### config.mk
export PLATFORM = sky130hd
export DESIGN_NAME = fetch_sequencer_flat
export DESIGN_NICKNAME = d
export VERILOG_FILES = /design/src/rtl/fetch_sequencer_if.sv /design/src/rtl/fetch_sequencer.sv /design/src/flat_wrapper.sv
export SDC_FILE = /design/constraint.sdc
export NUM_CORES = 1
export LEC_CHECK = 0
export BUFFER_PORTS_ARGS = -buffer_cell sky130_fd_sc_hd__buf_2
export CORE_UTILIZATION = 45
export CTS_CLUSTER_SIZE = 16
export DETAILED_ROUTE_END_ITERATION = 12
export GPL_TIMING_DRIVEN = 1
export MAX_ROUTING_LAYER = met4
export PLACE_DENSITY_LB_ADDON = 0.12
export SLEW_MARGIN = 40
export SYNTH_ARGS = -nofsm -noshare
export SYNTH_HDL_FRONTEND = slang
export SYNTH_SLANG_ARGS = --single-unit
### constraint.sdc
create_clock -name clk -period 2.25 [get_ports clk]
set_clock_uncertainty 0.1 [all_clocks]
set_input_delay 0.5625 -clock clk [delete_from_list [all_inputs] [get_ports clk]]
set_output_delay 0.5625 -clock clk [all_outputs]
set_load 0.02 [all_outputs]
### src/rtl/fetch_sequencer_if.sv
// fetch_sequencer_if
//   Bundles every non-clock, non-reset signal of the fetch sequencer.
//   master : the sequencer (drives memory read, PC strobes, execute offer, status)
//   slave  : the surroundings (PC, program memory, execute unit, start control)
// Signals
//   start                      level request to leave IDLE
//   pc / mem_rd / mem_addr / mem_data     PC value and program-memory read port
//   pc_incr / pc_preload / pc_jsr / pc_ret / pc_addr / pc_rel   PC control strobes
//   exec_valid / exec_op / exec_ready     execute-unit handshake
//   in_sub / halted / error / instr_count status
interface fetch_sequencer_if #(
    parameter int IW    = 16,
    parameter int CNT_W = 16
) ();
    logic             start;
    logic [10:0]      pc;
    logic             mem_rd;
    logic [10:0]      mem_addr;
    logic [IW-1:0]    mem_data;
    logic             pc_incr;
    logic             pc_preload;
    logic             pc_jsr;
    logic             pc_ret;
    logic [10:0]      pc_addr;
    logic [9:0]       pc_rel;
    logic             exec_valid;
    logic [IW-1:0]    exec_op;
    logic             exec_ready;
    logic             in_sub;
    logic             halted;
    logic             error;
    logic [CNT_W-1:0] instr_count;

    modport master (
        input  start, pc, mem_data, exec_ready,
        output mem_rd, mem_addr, pc_incr, pc_preload, pc_jsr, pc_ret,
               pc_addr, pc_rel, exec_valid, exec_op, in_sub, halted,
               error, instr_count
    );

    modport slave (
        output start, pc, mem_data, exec_ready,
        input  mem_rd, mem_addr, pc_incr, pc_preload, pc_jsr, pc_ret,
               pc_addr, pc_rel, exec_valid, exec_op, in_sub, halted,
               error, instr_count
    );
endinterface

### src/rtl/fetch_sequencer.sv
// fetch_sequencer
//   Fetches the instruction at the current pc, decodes it and drives the PC
//   control strobes. Non-flow opcodes are handed to the execute unit over a
//   valid/ready handshake. Tracks the single subroutine level the PC supports
//   and traps a nested JSR or an unmatched RET.
// Ports
//   clk    system clock, all state on the rising edge
//   rst_n  asynchronous active-low reset
//   bus    fetch_sequencer_if.master (memory, PC strobes, execute, status)
// Parameters
//   MEM_LAT  program-memory read latency, 1..4 cycles
//   IW       instruction width (opcode lives in bits 15:12, so IW >= 16)
//   CNT_W    retired-instruction counter width
module fetch_sequencer #(
    parameter int MEM_LAT = 1,
    parameter int IW      = 16,
    parameter int CNT_W   = 16
) (
    input  logic              clk,
    input  logic              rst_n,
    fetch_sequencer_if.master bus
);
    typedef enum logic [3:0] {
        S_IDLE, S_FETCH, S_WAIT, S_DECODE, S_EXEC,
        S_SETUP, S_PULSE, S_HOLD, S_HALTED, S_ERROR
    } state_t;

    localparam logic [3:0] OP_NOP  = 4'h0;
    localparam logic [3:0] OP_JMP  = 4'h1;
    localparam logic [3:0] OP_JSR  = 4'h2;
    localparam logic [3:0] OP_RET  = 4'h3;
    localparam logic [3:0] OP_HALT = 4'h4;

    localparam logic [1:0] LAT_LAST = 2'(MEM_LAT - 1);

    state_t           state_reg;
    logic [1:0]       wait_cnt_reg;
    logic [IW-1:0]    instr_reg;
    logic             mem_rd_reg;
    logic [10:0]      mem_addr_reg;
    logic             pc_incr_reg;
    logic             preload_reg;
    logic             jsr_reg;
    logic             ret_reg;
    logic             exec_valid_reg;
    logic             in_sub_reg;
    logic             halted_reg;
    logic             error_reg;
    logic [CNT_W-1:0] count_reg;

    logic [3:0] opcode;
    assign opcode = instr_reg[15:12];

    always_ff @(posedge clk or negedge rst_n) begin
        if (!rst_n) begin
            state_reg      <= S_IDLE;
            wait_cnt_reg   <= '0;
            instr_reg      <= '0;
            mem_rd_reg     <= 1'b0;
            mem_addr_reg   <= '0;
            pc_incr_reg    <= 1'b0;
            preload_reg    <= 1'b0;
            jsr_reg        <= 1'b0;
            ret_reg        <= 1'b0;
            exec_valid_reg <= 1'b0;
            in_sub_reg     <= 1'b0;
            halted_reg     <= 1'b0;
            error_reg      <= 1'b0;
            count_reg      <= '0;
        end else begin
            case (state_reg)
                S_IDLE: begin
                    if (bus.start) begin
                        state_reg    <= S_FETCH;
                        mem_rd_reg   <= 1'b1;
                        mem_addr_reg <= bus.pc;
                    end
                end
                S_FETCH: begin
                    mem_rd_reg   <= 1'b0;
                    wait_cnt_reg <= '0;
                    state_reg    <= S_WAIT;
                end
                S_WAIT: begin
                    // The word is sampled on the MEM_LAT-th edge after the read strobe.
                    if (wait_cnt_reg == LAT_LAST) begin
                        instr_reg <= bus.mem_data;
                        state_reg <= S_DECODE;
                    end else begin
                        wait_cnt_reg <= wait_cnt_reg + 2'd1;
                    end
                end
                S_DECODE: begin
                    case (opcode)
                        OP_NOP: state_reg <= S_SETUP;
                        OP_JMP: begin
                            preload_reg <= 1'b1;
                            state_reg   <= S_SETUP;
                        end
                        OP_JSR: begin
                            if (in_sub_reg) begin
                                error_reg <= 1'b1;
                                state_reg <= S_ERROR;
                            end else begin
                                jsr_reg   <= 1'b1;
                                state_reg <= S_SETUP;
                            end
                        end
                        OP_RET: begin
                            if (!in_sub_reg) begin
                                error_reg <= 1'b1;
                                state_reg <= S_ERROR;
                            end else begin
                                ret_reg   <= 1'b1;
                                state_reg <= S_SETUP;
                            end
                        end
                        OP_HALT: begin
                            // HALT retires here; it never steps the PC.
                            halted_reg <= 1'b1;
                            count_reg  <= count_reg + 1'b1;
                            state_reg  <= S_HALTED;
                        end
                        default: begin
                            exec_valid_reg <= 1'b1;
                            state_reg      <= S_EXEC;
                        end
                    endcase
                end
                S_EXEC: begin
                    if (bus.exec_ready) begin
                        exec_valid_reg <= 1'b0;
                        state_reg      <= S_SETUP;
                    end
                end
                S_SETUP: begin
                    pc_incr_reg <= 1'b1;
                    state_reg   <= S_PULSE;
                end
                S_PULSE: begin
                    pc_incr_reg <= 1'b0;
                    state_reg   <= S_HOLD;
                end
                S_HOLD: begin
                    // Selects drop and the next fetch starts on the same edge;
                    // the PC has already settled after the pc_incr rising edge.
                    if (jsr_reg) begin
                        in_sub_reg <= 1'b1;
                    end else if (ret_reg) begin
                        in_sub_reg <= 1'b0;
                    end
                    preload_reg  <= 1'b0;
                    jsr_reg      <= 1'b0;
                    ret_reg      <= 1'b0;
                    count_reg    <= count_reg + 1'b1;
                    mem_rd_reg   <= 1'b1;
                    mem_addr_reg <= bus.pc;
                    state_reg    <= S_FETCH;
                end
                S_HALTED: state_reg <= S_HALTED;
                S_ERROR:  state_reg <= S_ERROR;
                default:  state_reg <= S_IDLE;
            endcase
        end
    end

    assign bus.mem_rd      = mem_rd_reg;
    assign bus.mem_addr    = mem_addr_reg;
    assign bus.pc_incr     = pc_incr_reg;
    assign bus.pc_preload  = preload_reg;
    assign bus.pc_jsr      = jsr_reg;
    assign bus.pc_ret      = ret_reg;
    assign bus.pc_addr     = instr_reg[10:0];
    assign bus.pc_rel      = instr_reg[9:0];
    assign bus.exec_valid  = exec_valid_reg;
    assign bus.exec_op     = instr_reg;
    assign bus.in_sub      = in_sub_reg;
    assign bus.halted      = halted_reg;
    assign bus.error       = error_reg;
    assign bus.instr_count = count_reg;
endmodule
### src/flat_wrapper.sv
// flat-port wrapper written by rule: the top's interface ports become plain ports
module fetch_sequencer_flat 
#(
    parameter int MEM_LAT = 1,
    parameter int IW      = 16,
    parameter int CNT_W   = 16
)
  (clk, rst_n, bus_start, bus_pc, bus_mem_data, bus_exec_ready, bus_mem_rd, bus_mem_addr, bus_pc_incr, bus_pc_preload, bus_pc_jsr, bus_pc_ret, bus_pc_addr, bus_pc_rel, bus_exec_valid, bus_exec_op, bus_in_sub, bus_halted, bus_error, bus_instr_count);
  fetch_sequencer_if #(.IW(IW), .CNT_W(CNT_W)) bus_i ();
  input  logic clk;
  input  logic rst_n;
  input wire logic [$bits(bus_i.start)-1:0] bus_start;
  input wire logic [$bits(bus_i.pc)-1:0] bus_pc;
  input wire logic [$bits(bus_i.mem_data)-1:0] bus_mem_data;
  input wire logic [$bits(bus_i.exec_ready)-1:0] bus_exec_ready;
  output wire logic [$bits(bus_i.mem_rd)-1:0] bus_mem_rd;
  output wire logic [$bits(bus_i.mem_addr)-1:0] bus_mem_addr;
  output wire logic [$bits(bus_i.pc_incr)-1:0] bus_pc_incr;
  output wire logic [$bits(bus_i.pc_preload)-1:0] bus_pc_preload;
  output wire logic [$bits(bus_i.pc_jsr)-1:0] bus_pc_jsr;
  output wire logic [$bits(bus_i.pc_ret)-1:0] bus_pc_ret;
  output wire logic [$bits(bus_i.pc_addr)-1:0] bus_pc_addr;
  output wire logic [$bits(bus_i.pc_rel)-1:0] bus_pc_rel;
  output wire logic [$bits(bus_i.exec_valid)-1:0] bus_exec_valid;
  output wire logic [$bits(bus_i.exec_op)-1:0] bus_exec_op;
  output wire logic [$bits(bus_i.in_sub)-1:0] bus_in_sub;
  output wire logic [$bits(bus_i.halted)-1:0] bus_halted;
  output wire logic [$bits(bus_i.error)-1:0] bus_error;
  output wire logic [$bits(bus_i.instr_count)-1:0] bus_instr_count;
  assign bus_i.start = bus_start;
  assign bus_i.pc = bus_pc;
  assign bus_i.mem_data = bus_mem_data;
  assign bus_i.exec_ready = bus_exec_ready;
  assign bus_mem_rd = bus_i.mem_rd;
  assign bus_mem_addr = bus_i.mem_addr;
  assign bus_pc_incr = bus_i.pc_incr;
  assign bus_pc_preload = bus_i.pc_preload;
  assign bus_pc_jsr = bus_i.pc_jsr;
  assign bus_pc_ret = bus_i.pc_ret;
  assign bus_pc_addr = bus_i.pc_addr;
  assign bus_pc_rel = bus_i.pc_rel;
  assign bus_exec_valid = bus_i.exec_valid;
  assign bus_exec_op = bus_i.exec_op;
  assign bus_in_sub = bus_i.in_sub;
  assign bus_halted = bus_i.halted;
  assign bus_error = bus_i.error;
  assign bus_instr_count = bus_i.instr_count;
  fetch_sequencer #(.MEM_LAT(MEM_LAT), .IW(IW), .CNT_W(CNT_W)) u_core (.clk(clk), .rst_n(rst_n), .bus(bus_i));
endmodule
### Yosys cells after proc, flatten, opt, wreduce, memory -nomap -nowiden

Cells that the tools add are included.

| storage, ports and cells | value |
|---|---|
| bits in registers | 58 |
| input bits | 31 |
| output and inout port bits | 73 |
| word-level logic and storage cells | 98 |

| cells by class | value |
|---|---|
| $add $sub $neg | 2 |
| equality and inequality tests | 26 |
| multiplexer cells | 30 |
| reduce and logical (&&, ||, !) cells | 26 |

Operators with widths:

| operator | count |
|---|---|
| 4-bit one-hot mux with 10 select lines | 1 |
| 16-bit one-hot mux with 2 select lines | 1 |
| 11-bit one-hot mux with 2 select lines | 1 |
| 4-bit by 3-bit == test with 1-bit output (second input constant) | 5 |
| 4-bit two-way mux | 5 |
| 2-bit != test (second input constant) | 9 |
| 16-bit by 1-bit adder with 16-bit output (second input constant) | 1 |
| 4-bit by 2-bit == test with 1-bit output (second input constant) | 4 |
| 16-bit two-way mux | 1 |
| 4-bit one-hot mux with 4 select lines | 1 |
| 2-bit AND reduction | 8 |
| 2-bit nonzero test | 7 |
| 1-bit one-hot mux with 2 select lines | 6 |
| 3-bit AND reduction | 4 |
| 11-bit two-way mux | 1 |
| 1-bit two-way mux | 10 |
| 4-bit by 1-bit == test with 1-bit output (second input constant) | 2 |
| 4-bit == test (second input constant) | 2 |
| 4-bit logical NOT | 2 |
| 2-bit by 1-bit != test with 1-bit output (second input constant) | 4 |
| 5-bit OR reduction | 1 |
| 2-bit one-hot mux with 2 select lines | 1 |
| 4-bit AND reduction | 1 |
| 1-bit one-hot mux with 3 select lines | 1 |
| 5 further kinds | 5 |

### Longest topological paths before layout

| depth | value |
|---|---|
| word-level depth | 4 |
| gate-level depth with buffers | 7 |
| depth with buffers taken out | 5 |

### Least setup slack after synthesis

OpenSTA, ideal clock, no wires.

| path | value |
|---|---|
| path type | input port to flip-flop |
| start point | input bus_start |
| end point | register u_core.mem_addr_reg[0] (netlist: u_core.bus.mem_addr[0]) |
| library setup time | 0.125 ns |
| arrival | 1.671 ns |
| required time | 2.025 ns |
| slack | 0.354 ns |
| stages on the path | 4 |
| path buffers | 1 |
| cells stage by stage | or4b_4 -> a21oi_4 -> buf_12 -> mux2_4 |

| on the way | value |
|---|---|
| word-level cells in the longest chain between the ends | 2 |

Ends and longest elaborated chain:

| what | line | RTL |
|---|---|---|
| start: declaration | flat_wrapper.sv:12 | `input wire logic [$bits(bus_i.start)-1:0] bus_start;` |
| 2-bit != test (no source line) | n/a |  |
| 2-bit AND reduction (no source line) | n/a |  |
| end signal: assignment | fetch_sequencer.sv:76 | `mem_addr_reg <= bus.pc;` |
| end signal: assignment | fetch_sequencer.sv:157 | `mem_addr_reg <= bus.pc;` |
| end: declaration | fetch_sequencer.sv:40 | `logic [10:0] mem_addr_reg;` |

Every way passes these cells.
A chain may end at the register's enable or synchronous reset.

### Worst setup path after layout

| path | value |
|---|---|
| start point | register u_core.state_reg[2] |
| end point | register u_core.mem_addr_reg[9] (netlist: u_core.bus.mem_addr[9]) |

| on the way | value |
|---|---|
| word-level cells in the longest chain between the ends | 3 |
| elaborated cells between the ends (all ways) | 6 |
| classes of those cells | eq/ne (2); mux (1); reduce/logical (3) |

Ends and longest elaborated chain:

| what | line | RTL |
|---|---|---|
| start: declaration | fetch_sequencer.sv:36 | `state_t state_reg;` |
| start signal: assignment | fetch_sequencer.sv:56 | `state_reg <= S_IDLE;` |
| start signal: assignment | fetch_sequencer.sv:74 | `state_reg <= S_FETCH;` |
| start signal: assignment | fetch_sequencer.sv:82 | `state_reg <= S_WAIT;` |
| 4-bit by 3-bit == test with 1-bit output / 4-bit logical NOT (equally long branches) | fetch_sequencer.sv:71 | `case (state_reg)` |
| 2-bit nonzero test (no source line) / 2-bit != test (equally long branches) | n/a |  |
| 2-bit AND reduction (no source line) | n/a |  |

Several ways; a longest one is shown, not always the timed one.

==> insert_results.sql <==
INSERT INTO impl_metrics (metric_group, metric, value, unit) VALUES
('synth', 'synth.net_count', '273', ''),
('placement', 'place_congestion', '0.773', ''),
('synth', 'synth.most_common_cell', 'sky130_fd_sc_hd__dfrtp_1', ''),
('cts', 'clock_tree.root_cell', 'sky130_fd_sc_hd__clkbuf_8', ''),
('global_routing', 'grt_usage', '20.0', '%'),
('timing', 'setup_viol_count_final', '0', ''),
('run_status', 'status', 'finished clean', ''),
('synth', 'post_synth_main_area_contributors', 'sky130_fd_sc_hd__dfrtp_1, sky130_fd_sc_hd__mux2_2, sky130_fd_sc_hd__buf_4, sky130_fd_sc_hd__mux2_4, sky130_fd_sc_hd__xnor2_1', ''),
('timing', 'timing_max_transition_violations_final', '0', ''),
('timing', 'max_clock_freq', '525', 'MHz'),
('synth', 'yosys_warnings', '0', ''),
('timing', 'layout_worst_path_cycle_share', '84.7', '%'),
('worst_setup_path', 'critPathCaptureType', 'register', ''),
('timing', 'hold_viol', '0', ''),
('die', 'die_h', '81.2', 'µm'),
('layout', 'final_layout_size_suffix_gt1_share', '46.4', '%'),
('global_routing', 'largest_net_degree_at_the_start_of_global_routing', '59', ''),
('synth', 'synthFlopType', 'sky130_fd_sc_hd__dfrtp_1', ''),
('synth', 'yosys-top-cells-count', 'sky130_fd_sc_hd__dfrtp_1, sky130_fd_sc_hd__buf_4, sky130_fd_sc_hd__nor2_1', ''),
('die', 'initial_core_util', '47.1', '%'),
('min_path', 'min-delay-path-class', 'input pin to asynchronous set/reset pin', ''),
('worst_setup_path', 'path_max_fanout', '12', ''),
('synth', 'synth_async_sr_flop_share', '100', '%'),
('synth', 'synth.lib_cells_used.distinct', '48', ''),
('run', 'cap_viol_max_count', '0', ''),
('detailed_routing', 'vias_per_cell', '5.07', ''),
('cts', 'cts-buffers-inserted', '9', ''),
('worst_setup_path', 'crit_required', '2.37', 'ns'),
('synth', 'post_syn_area', '0.00282', 'mm²'),
('detailed_routing', 'detail_route.wl_per_cell', '13.9', 'µm'),
('worst_setup_path', 'reg2reg_depth', '4', ''),
('power_and_ir_drop', 'power_switching', '2290', 'µW'),
('detailed_routing', 'ant_nets', '0', ''),
('layout', 'layout.nets', '361', ''),
('cts', 'ctsLongestPathBuffers', '2', ''),
('power_and_ir_drop', 'sequentialPowerShare', '34.0', '%'),
('global_routing', 'grt_pass1_wl', '9380', 'µm'),
('power_and_ir_drop', 'irDropWorstVdd', '0.719', 'mV'),
('timing', 'final_worst_path_period_need', '1.90', 'ns'),
('die', 'placeable_core_region', '0.00599', 'mm²'),
('worst_setup_path', 'critPathLaunchType', 'register', ''),
('power_and_ir_drop', 'total_power', '5360', 'µW'),
('detailed_routing', 'drt_iter0_markers', '82', ''),
('power_and_ir_drop', 'total_leakage_power', '0.00171', 'µW'),
('power_and_ir_drop', 'p_int', '3070', 'µW'),
('placement', 'dp_hpwl', '3940', 'µm'),
('cts', 'post_cts.repair.setup_buffers', '0', ''),
('layout', 'finalCoreUtilization', '57.7', '%'),
('die', 'top_level_port_count', '104', ''),
('cts', 'cts.htree.levels', '3', ''),
('layout', 'antenna_cells_inserted', '0', ''),
('global_routing', 'grt_pass1_vias', '1920', ''),
('power_and_ir_drop', 'power.clock.fraction', '17.1', '%'),
('synth', 'netlist.top_cell.by_area', 'sky130_fd_sc_hd__dfrtp_1', ''),
('timing', 'grt_setup_unrepaired', 'false', ''),
('cts', 'cts_tree', 'yes', ''),
('cts', 'cts-hold-fix-buffers', '0', ''),
('power_and_ir_drop', 'pwr-share-comb', '48.9', '%'),
('die', 'die_w', '81.2', 'µm'),
('timing', 'worst-slew-pin-transition', '0.442', 'ns'),
('detailed_routing', 'wirelength', '5640', 'µm'),
('placement', 'port_buffers', '103', ''),
('worst_setup_path', 'cp_data_arrival_time', '2.02', 'ns'),
('detailed_routing', 'detail_route.drc_violations', '0', ''),
('timing', 'timing.slew.headroom', '70.6', '%'),
('power_and_ir_drop', 'switching_portion_of_total_power', '42.7', '%'),
('synth', 'synth-seq-cells', '58', ''),
('timing', 'setup_total_negative_slack', '0', 'ns'),
('synth', 'postSynthCellCount', '240', ''),
('detailed_routing', 'via_count', '2065', ''),
('cts', 'worst_setup_hold_path_clk_slew', '0.06', 'ns');
## power by group through the flow
| stage | Clock [µW] | Combinational [µW] | Sequential [µW] |
|---|---|---|---|
| floorplan | 0 | 1730 | 2190 |
| global placement | 0 | 2620 | 1820 |
| detailed placement | 0 | 2640 | 1840 |
| CTS | 952 | 2650 | 1830 |
| global route | 1010 | 2860 | 1900 |
| finish | 919 | 2620 | 1820 |
## layer usage
layer | track usage, % | wire, µm
met1 | 26.8 | 2680
met2 | 27.6 | 2470
met3 | 6.40 | 394
met4 | 8.21 | 98
met5 | - | 0
## critical path: stages, from the launching register on
cell                      delay, ns
sky130_fd_sc_hd__dfrtp_1       0.48
sky130_fd_sc_hd__or4b_4        0.54
sky130_fd_sc_hd__a21oi_4       0.18
sky130_fd_sc_hd__buf_12        0.16
sky130_fd_sc_hd__mux2_1        0.32
## final timing paths
check / startpoint / to / slack (ns)
min: rst_n / u_core.wait_cnt_reg[0] / 0.11
max in group asynchronous: rst_n / u_core.bus.halted / 1.67
max: u_core.state_reg[2] / u_core.bus.mem_addr[9] / 0.35
min reg2reg: u_core.bus.instr_count[15] / u_core.bus.instr_count[15] / 0.37
max reg2reg: u_core.state_reg[2] / u_core.bus.mem_addr[9] / 0.35
min in group clk: bus_mem_data[13] / u_core.bus.exec_op[13] / 0.34
## placed cells by master (no fill, tap or decap), types with 2 or more instances in the layout
| cell | count |
|---|---|
| sky130_fd_sc_hd__a21oi_1 | 4 |
| sky130_fd_sc_hd__a22o_1 | 3 |
| sky130_fd_sc_hd__a31oi_1 | 2 |
| sky130_fd_sc_hd__and4b_1 | 2 |
| sky130_fd_sc_hd__buf_12 | 2 |
| sky130_fd_sc_hd__buf_2 | 103 |
| sky130_fd_sc_hd__buf_4 | 4 |
| sky130_fd_sc_hd__clkbuf_1 | 2 |
| sky130_fd_sc_hd__clkbuf_8 | 10 |
| sky130_fd_sc_hd__clkinv_2 | 2 |
| sky130_fd_sc_hd__dfrtp_1 | 58 |
| sky130_fd_sc_hd__ha_1 | 2 |
| sky130_fd_sc_hd__inv_1 | 5 |
| sky130_fd_sc_hd__mux2_1 | 2 |
| sky130_fd_sc_hd__mux2_2 | 15 |
| sky130_fd_sc_hd__mux2_4 | 9 |
| sky130_fd_sc_hd__nand2_1 | 13 |
| sky130_fd_sc_hd__nand3_1 | 9 |
| sky130_fd_sc_hd__nand4_1 | 7 |
| sky130_fd_sc_hd__nor2_1 | 18 |
| sky130_fd_sc_hd__nor2b_1 | 2 |
| sky130_fd_sc_hd__nor3_1 | 5 |
| sky130_fd_sc_hd__nor4_1 | 2 |
| sky130_fd_sc_hd__o21ai_0 | 7 |
| sky130_fd_sc_hd__o21ai_1 | 3 |
| sky130_fd_sc_hd__or4b_4 | 2 |
| sky130_fd_sc_hd__xnor2_1 | 10 |
| sky130_fd_sc_hd__xor2_1 | 7 |
## metrics by stage
step / cell area [µm²] / instances / hold slack, ns / worst slack [ns]
3_3_place_gp: 3270 / 392 / 0.355 / 0.251
5_1_grt: 3460 / 407 / 0.145 / 0.275
6_report: 3460 / 407 / 0.107 / 0.345
2_1_floorplan: 2820 / 240 / 0.167 / 0.354
4_1_cts: 3460 / 407 / 0.126 / 0.335
3_5_place_dp: 3270 / 392 / 0.359 / 0.228
## cell families (layout without fill, tap and decap cells)
group	after synthesis	count (layout)	share of synthesized area (%)
simple gates	68	68	13.7
flops	58	58	51.4
buf+inv	38	130	8.95
compound gates	31	31	8.16
mux	26	26	11.6
xor+xnor	17	17	5.27
fa+ha+maj	2	2	0.886
## area by class of cell
type | count | area (µm²)
flip-flops and latches | 58 | 1450
multi-input cells | 144 | 1120
well taps | 75 | 93.8
clock buffers | 12 | 145
clock inverters | 3 | 40.0
inverters | 6 | 22.5
repair buffers | 109 | 586
fillers | 524 | 2530
(Power assumes the default switching activity.)
